### src/rtl/dmem_arb_pkg.sv
// Shared types and constants for the data-memory arbiter.
// The byte-merge helper is used by the read-modify-write path.
package dmem_arb_pkg;

    localparam int DEPTH = 4096;
    localparam int IDX_W = 12;
    localparam logic [3:0] BE_FULL = 4'b1111;

    typedef enum logic {
        IDLE,
        MERGE
    } state_e;

    typedef struct packed {
        logic             we;
        logic [IDX_W-1:0] index;
        logic [31:0]      wdata;
        logic [3:0]       be;
        logic             id;
    } req_t;

    // Enabled lanes come from the new data, the rest keep the old word.
    function automatic logic [31:0] merge_bytes(input logic [31:0] old_word,
                                                input logic [31:0] new_word,
                                                input logic [3:0]  be);
        logic [31:0] mask;
        mask = {{8{be[3]}}, {8{be[2]}}, {8{be[1]}}, {8{be[0]}}};
        return (new_word & mask) | (old_word & ~mask);
    endfunction

endpackage

### src/rtl/dmem_arbiter_rr_arb2.sv
// Two-way round-robin arbiter with a one-bit pointer.
// The pointer moves only on an accepted grant, and favours requester 0 after reset.
module rr_arb2 (
    input  logic clk,
    input  logic rst,
    input  logic req0,
    input  logic req1,
    input  logic accept,
    output logic gnt0,
    output logic gnt1
);

    logic ptr_q;
    logic ptr_d;

    // ptr_q = 1 means requester 1 wins a tie.
    always_comb begin
        gnt0 = req0 & (~req1 | ~ptr_q);
        gnt1 = req1 & (~req0 | ptr_q);
    end

    always_comb begin
        ptr_d = ptr_q;
        if (accept) begin
            ptr_d = gnt0;
        end
    end

    always_ff @(posedge clk) begin
        if (rst) begin
            ptr_q <= 1'b0;
        end else begin
            ptr_q <= ptr_d;
        end
    end

endmodule

### src/rtl/dmem_arbiter.sv
// Two-requester arbiter and sequencer in front of the single-port data memory.
// Partial-word stores become a two-cycle read-modify-write because the memory has no byte enables.
module dmem_arbiter #(
    parameter int DEPTH = 4096,
    parameter int IDX_W = 12
) (
    input  logic        clk,
    input  logic        rst,

    input  logic        m0_req_valid,
    output logic        m0_req_ready,
    input  logic        m0_req_we,
    input  logic [31:0] m0_req_addr,
    input  logic [31:0] m0_req_wdata,
    input  logic [3:0]  m0_req_be,
    output logic        m0_rsp_valid,
    output logic [31:0] m0_rsp_rdata,
    output logic        m0_rsp_err,

    input  logic        m1_req_valid,
    output logic        m1_req_ready,
    input  logic        m1_req_we,
    input  logic [31:0] m1_req_addr,
    input  logic [31:0] m1_req_wdata,
    input  logic [3:0]  m1_req_be,
    output logic        m1_rsp_valid,
    output logic [31:0] m1_rsp_rdata,
    output logic        m1_rsp_err,

    output logic        mem_write_en,
    output logic [31:0] mem_addr,
    output logic [31:0] mem_write_data,
    input  logic [31:0] mem_read_data
);

    import dmem_arb_pkg::*;

    state_e           state_q, state_d;
    req_t             merge_q, merge_d;
    logic             rsp_valid_q, rsp_valid_d;
    logic             rsp_id_q, rsp_id_d;
    logic             rsp_err_q, rsp_err_d;
    logic             rsp_load_q, rsp_load_d;
    logic [IDX_W-1:0] addr_q, addr_d;

    logic             arb_req0, arb_req1;
    logic             gnt0, gnt1;
    logic             accept;
    logic [31:0]      sel_addr;
    req_t             sel;
    logic             in_range;
    logic             is_full;
    logic             is_partial;
    logic [IDX_W-1:0] mem_idx;
    logic             rsp_live;
    logic [31:0]      rsp_data;
    logic             unused_bits;

    // Requests are only offered to the arbiter while idle and out of reset.
    always_comb begin
        arb_req0 = m0_req_valid & (state_q == IDLE) & ~rst;
        arb_req1 = m1_req_valid & (state_q == IDLE) & ~rst;
    end

    rr_arb2 u_arb (
        .clk    (clk),
        .rst    (rst),
        .req0   (arb_req0),
        .req1   (arb_req1),
        .accept (accept),
        .gnt0   (gnt0),
        .gnt1   (gnt1)
    );

    always_comb begin
        accept       = gnt0 | gnt1;
        m0_req_ready = gnt0;
        m1_req_ready = gnt1;
    end

    always_comb begin
        sel_addr   = gnt1 ? m1_req_addr  : m0_req_addr;
        sel.we     = gnt1 ? m1_req_we    : m0_req_we;
        sel.wdata  = gnt1 ? m1_req_wdata : m0_req_wdata;
        sel.be     = gnt1 ? m1_req_be    : m0_req_be;
        sel.id     = gnt1;
        sel.index  = sel_addr[IDX_W+1:2];
        in_range   = {2'b00, sel_addr[31:2]} < 32'(DEPTH);
        is_full    = sel.we & (sel.be == BE_FULL);
        is_partial = sel.we & (sel.be != BE_FULL) & (sel.be != 4'b0000);
    end

    assign unused_bits = ^{sel_addr[1:0], merge_q.we};

    always_ff @(posedge clk) begin
        if (rst) begin
            state_q     <= IDLE;
            merge_q     <= '0;
            rsp_valid_q <= 1'b0;
            rsp_id_q    <= 1'b0;
            rsp_err_q   <= 1'b0;
            rsp_load_q  <= 1'b0;
            addr_q      <= '0;
        end else begin
            state_q     <= state_d;
            merge_q     <= merge_d;
            rsp_valid_q <= rsp_valid_d;
            rsp_id_q    <= rsp_id_d;
            rsp_err_q   <= rsp_err_d;
            rsp_load_q  <= rsp_load_d;
            addr_q      <= addr_d;
        end
    end

    // A partial store parks in MERGE for one cycle and acks from there instead of from IDLE.
    always_comb begin
        state_d     = state_q;
        merge_d     = merge_q;
        rsp_valid_d = 1'b0;
        rsp_id_d    = rsp_id_q;
        rsp_err_d   = 1'b0;
        rsp_load_d  = 1'b0;
        if (state_q == MERGE) begin
            state_d     = IDLE;
            rsp_valid_d = 1'b1;
            rsp_id_d    = merge_q.id;
        end else if (accept) begin
            if (in_range && is_partial) begin
                state_d = MERGE;
                merge_d = sel;
            end else begin
                rsp_valid_d = 1'b1;
                rsp_id_d    = sel.id;
                rsp_err_d   = ~in_range;
                rsp_load_d  = in_range & ~sel.we;
            end
        end
    end

    // Memory port: the address holds its last value whenever nothing new is issued.
    always_comb begin
        mem_idx        = addr_q;
        mem_write_en   = 1'b0;
        mem_write_data = 32'h0;
        if (state_q == MERGE) begin
            mem_idx        = merge_q.index;
            mem_write_en   = 1'b1;
            mem_write_data = merge_bytes(mem_read_data, merge_q.wdata, merge_q.be);
        end else if (accept && in_range) begin
            mem_idx        = sel.index;
            mem_write_en   = is_full;
            mem_write_data = sel.wdata;
        end
        if (rst) begin
            mem_idx      = '0;
            mem_write_en = 1'b0;
        end
        mem_addr = 32'(mem_idx);
        addr_d   = mem_idx;
    end

    // Load data is forwarded straight from the memory's registered read port.
    always_comb begin
        rsp_live     = rsp_valid_q & ~rst;
        rsp_data     = rsp_load_q ? mem_read_data : 32'h0;
        m0_rsp_valid = rsp_live & ~rsp_id_q;
        m1_rsp_valid = rsp_live & rsp_id_q;
        m0_rsp_rdata = m0_rsp_valid ? rsp_data : 32'h0;
        m1_rsp_rdata = m1_rsp_valid ? rsp_data : 32'h0;
        m0_rsp_err   = m0_rsp_valid & rsp_err_q;
        m1_rsp_err   = m1_rsp_valid & rsp_err_q;
    end

endmodule

### config.mk
export PLATFORM = sky130hd
export DESIGN_NAME = dmem_arbiter
export DESIGN_NICKNAME = d
export VERILOG_FILES = /design/src/rtl/dmem_arb_pkg.sv /design/src/rtl/dmem_arbiter_rr_arb2.sv /design/src/rtl/dmem_arbiter.sv
export SDC_FILE = /design/constraint.sdc
export NUM_CORES = 1
export LEC_CHECK = 0
export CORE_ASPECT_RATIO = 1.5
export CORE_MARGIN = 2
export CORE_UTILIZATION = 35
export DETAILED_ROUTE_END_ITERATION = 10
export PLACE_DENSITY_LB_ADDON = 0.15
export SETUP_SLACK_MARGIN = 0.1
export SYNTH_ARGS = -nofsm -noshare
export SYNTH_HDL_FRONTEND = slang
export SYNTH_HIERARCHICAL = 1
export SYNTH_SLANG_ARGS = --single-unit
export TNS_END_PERCENT = 100
### constraint.sdc
create_clock -name clk -period 8.8 [get_ports clk]
set_input_delay 1.76 -clock clk [delete_from_list [all_inputs] [get_ports clk]]
set_output_delay 1.76 -clock clk [all_outputs]
set_load 0.02 [all_outputs]
# Word-level counts from Yosys, hierarchy flattened
# Index checks and enable logic that the tools add are counted.
# W data, S select, Z words.
# classes
order_cmp	1
eq_ne	3
muxes	22
bitwise	31
reduce_logical	8
# ops
operator	n
$mux W32	7
$and A32 B32 Y32	2
$mux W12	3
$not A32 Y32	1
$or A32 B32 Y32	1
$lt A30 B13 Y1 const B	1
$and A1 B1 Y1	15
$mux W1	11
$not A1 Y1	9
$eq A4 B4 Y1 const B	1
$mux W4	1
$ne A4 B4 Y1 const B	1
$reduce_bool A4 Y1	1
$reduce_or A4 Y1	1
$or A1 B1 Y1	3
$reduce_and A3 Y1	1
$reduce_or A3 Y1	1
$logic_and A1 B1 Y1	2
$ne A2 B2 Y1 const B	1
$reduce_and A2 Y1	1
$reduce_bool A2 Y1	1
# word_totals
register_bits	67
inputBits	174
word_cells	76

# Longest topological paths before layout
# depth
depth_word	14
depth_mapped	13

# Cells and area by module
# The synthesis kept the hierarchy.
# by_module_without_submodules
mod	instances	cells_each	area_per_inst_um2	seq_area_each_um2
dmem_arbiter	1	619	4757.1	1321.3
rr_arb2	1	7	67.6	20.0

# Worst setup path after synthesis
# No wires, ideal clock.
# synth_timing
kind	input port to output port
from	in rst
to	out mem_write_data[21]
arrival_time_ns	5.304
t_required_ns	7.040
setup_slack_ns	1.736
stages	12
n_path_buf	4
cell_sequence	clkbuf_1 > nor2_1 > clkbuf_1 > and2_1 > a21boi_0 > buf_6 > nor4b_2 > nand4_1 > a211oi_2 > nand2b_1 > clkbuf_1 > o21ai_0
# synth_rtl
item	line_no	rtl
start: declaration	dmem_arbiter.sv:8	input logic rst,
$not A1 Y1 *	dmem_arbiter.sv:62	arb_req1 = m1_req_valid & (state_q == IDLE) & ~rst;
$and A1 B1 Y1 *	dmem_arbiter.sv:62	
named net arb_req1	dmem_arbiter.sv:46	logic arb_req0, arb_req1;
$and A1 B1 Y1 *	dmem_arbiter_rr_arb2.sv:19	gnt1 = req1 & (~req0 | ptr_q);
named net m1_req_ready	dmem_arbiter.sv:21	output logic m1_req_ready,
$mux W32	dmem_arbiter.sv:82	sel_addr = gnt1 ? m1_req_addr : m0_req_addr;
$lt A30 B13 Y1	dmem_arbiter.sv:88	in_range = {2'b00, sel_addr[31:2]} < 32'(DEPTH);
$logic_and A1 B1 Y1	dmem_arbiter.sv:149	end else if (accept && in_range) begin
$mux W32 *	dmem_arbiter.sv:149	
$mux W32 *	dmem_arbiter.sv:145	if (state_q == MERGE) begin
end: declaration	dmem_arbiter.sv:32	output logic [31:0] mem_write_data,
# Mark *: on every way through the listed nets, which the timed path passes. The rest lies on a longest branch.

# Final worst setup path
# layout_timing
from	in rst
to	out mem_addr[10]
# layout_rtl
item	line_no	rtl
$not A1 Y1 *	dmem_arbiter.sv:62	
$and A1 B1 Y1 *	dmem_arbiter.sv:62	
named net arb_req1	dmem_arbiter.sv:46	
parallel branches: the longest is 5 deep, another holds $lt A30 B13 Y1	-	
$mux W12 *	dmem_arbiter.sv:149	
$mux W12 *	dmem_arbiter.sv:145	
$mux W12 *	dmem_arbiter.sv:154	if (rst) begin
end: declaration	dmem_arbiter.sv:31	output logic [31:0] mem_addr,
# Mark *: on every way through the listed nets, which the timed path passes.

==> reports/results.tsv <==
metric	value	unit
worst vdd ir	0.000105	V
Max Slew Vio Count	0	
CP max stage cell	a211o_2	
share of cells above drive strength 1	9.13	%
hold slack final	0.459	ns
Post-Synth Simple-Gate Area	25.4	%
sequential power share	38.0	%
worst-path cell chain	buf_2 -> nor2_1 -> buf_4 -> and2_1 -> a21boi_4 -> buf_4 -> nor4b_2 -> nand4_1 -> a211o_2 -> buf_4 -> nand4b_1 -> o211ai_1 -> clkdlybuf4s50_1	
WP data required	7.04	ns
Initial Util	35.8	%
max-cap violations	0	
Clk pwr share	41.8	%
Clock Path Buffers	2	
async set-reset flop share out of synthesis	0	%
Yosys reg bits	67	
Worst path max stage delay	0.63	ns
Slew @ Worst Pin	1.15	ns
CTS resizes	0	
Clock Pin Slew Worst Setup and Hold Paths	0.05	ns
most frequent cells in the layout	clkdlybuf4s50_1 (283), and3_1 (68), dfxtp_1 (66)	
top cells by area, synth	dfxtp_1 (28%), mux2_2 (10%), and3_1 (8.8%)	
crit path DAT	5.57	ns
Rel. slew slack	23.5	%
most frequent CP cell	buf_4	
crit-path max FO	53	
CTS tree	done	
Post-synth EDFFs	0	
Ys Warns	6	
xor-xnor portion of the synthesized cell area	0	%
Internal Power	606	uW
number of I/O port buffers	284	
post-route cell area	7870	um^2
period utilization	83.3	%
multiplexer area fraction after synthesis	17.9	%
TNS Setup	0	ns
CTS H-tree lvls	3	
Fin. Hold Viols	0	
critical path type	input pin to primary output	
maximum achievable frequency	136	MHz
Avg Synthesized Cell Area	7.71	um^2
Leakage	0.00287	uW
unrepaired setup endpoints after global routing	no	
Die H	148	um
Post-Synthesis Cells	626	
area leader, netlist	dfxtp_1	
GRT Util Overall	23.3	%
Routed Wire Length	18000	um
most common cell after layout, fill and taps aside	clkdlybuf4s50_1	
compound-cell area share of the yosys netlist	19.3	%
largest net degree at the start of global routing	86	
Tmin final	7.33	ns
Yosys top cell area share	27.8	%
DIE WIDTH	99.9	um
Netlist Area Pre-Place	4820	um^2
Unique masters post-synth	42	
die area	14800	um^2
Post-DP HPWL	13300	um
number of diodes	0	
Final nets	1035	
P&R area growth vs syn	63.0	%
first-pass GRT wire length	27600	um
outcome	finished, final reports clean	
Std-Cell Rows	52	
Post-DP Area	7590	um^2
Setup Buffers After CTS	0	
Sink Count	67	
Routed Antenna Nets	0	
Avg Vias per Cell	5.43	
Psw	198	uW
Combinational Power Share	20.2	%
clock root cell	clkbuf_16	
via count	5572	
Post-Synth Adder-Cell Area	0	%
first-pass detailed-route iteration total	4	
hold buffers post-CTS	0	
vias in the first global route	5360	
remaining global-route overflow	0	
fin util	58.4	%
skew final	0.00471	ns
Power Density	102	nW/um^2
Synth Flop Type	dfxtp_1	
register area share after synthesis	27.8	%
final number of setup-violating endpoints	0	
startpoint types	input pin	
Num CTS Buffers	9	
Filler cells	1262	
drt initial violations	202	
I/O pin count	309	
worst min path class	flop to flop	
Core Area	13500	um^2
initial antenna violation count	0	
wire per inst	17.5	um
GPL Wtd Cong	0.868	
Sw Ratio	24.6	%
largest family of logic cells by synthesized area	simple AND/OR/NAND/NOR gates	
Skew-Pair Late Insertion Delay	0.33	ns
# DRC	0	
Setup crit end kind	primary output	
-- cell usage after synthesis (all sizes together), types with 6 or more instances --
library cell / n
o21ai: 80
dfxtp: 67
inv: 6
o211ai: 24
and3: 68
nand2: 44
clkbuf: 59
mux2i: 37
buf: 29
mux2: 44
nand3: 37
nor4: 6
or3: 36
a21oi: 51
nor2: 8
-- final timing paths --
path	from	endpoint	slack (ns)	cells after the start
setup / recovery	rst	mem_addr[10]	1.47	13
hold / removal	rsp_id_q	rsp_id_q	0.46	2
setup reg to reg	state_q	merge_q[21]	4.33	11
hold reg to reg	rsp_id_q	rsp_id_q	0.46	2
-- power by group through the flow --
stage               clock [uW]  sequential, uW  combinational (uW)
floorplan                    0             312                72.6
global placement             0             312                 160
detailed placement           0             312                 162
CTS                        345             305                 163
global route               354             305                 174
finish                     337             305                 162
-- through the flow --
step           std cells  setup WS (ns)  power (uW)
2_1_floorplan        645           1.74         384
3_3_place_gp        1012           1.51         472
3_5_place_dp        1012           1.48         474
4_1_cts             1027           1.46         813
5_1_grt             1027           1.15         833
6_report            1027           1.47         805
-- layer usage --
metal / wire [um] / track usage [%] / up-vias
li1: - / - / 2709
met1: 6590 / 25.4 / 2627
met2: 9590 / 43.4 / 199
met3: 1160 / 3.78 / 37
met4: 639 / 10.5 / 0
met5: 0 / 0 / -
-- worst max-delay path: cells and delay by family --
| family | cells | cell delay, ns |
|---|---|---|
| compound gates | 3 | 0.97 |
| simple gates | 5 | 0.97 |
| buf+inv | 5 | 1.82 |
-- layout make-up --
class / instances / area, um^2 / share of cell area [%]
timing repair buffer: 293 / 2910 / 36.9
multi-input combinational: 484 / 3110 / 39.6
tap: 162 / 203 / 2.58
clock buffer: 13 / 270 / 3.44
clock inverter: 2 / 10.0 / 0.127
sequential: 67 / 1340 / 17.1
inverter: 6 / 22.5 / 0.286
-- sequential cells by signal (all words and copies together) (netlist names) --
| name | count |
|---|---|
| rsp_valid_q | 1 |
| addr_q | 12 |
| merge_q | 49 |
| state_q | 1 |
| u_arb/ptr_q | 1 |
| rsp_id_q | 1 |
| rsp_load_q | 1 |
| rsp_err_q | 1 |
-- cell families after synthesis --
kind of cell	count (synthesis)
AND/OR/NAND/NOR	217
multiplexers	81
AO/OA/AOI/OAI	166
flip-flops	67
other	1
buffers and inverters	94
Power figures use the tool's default switching activity.
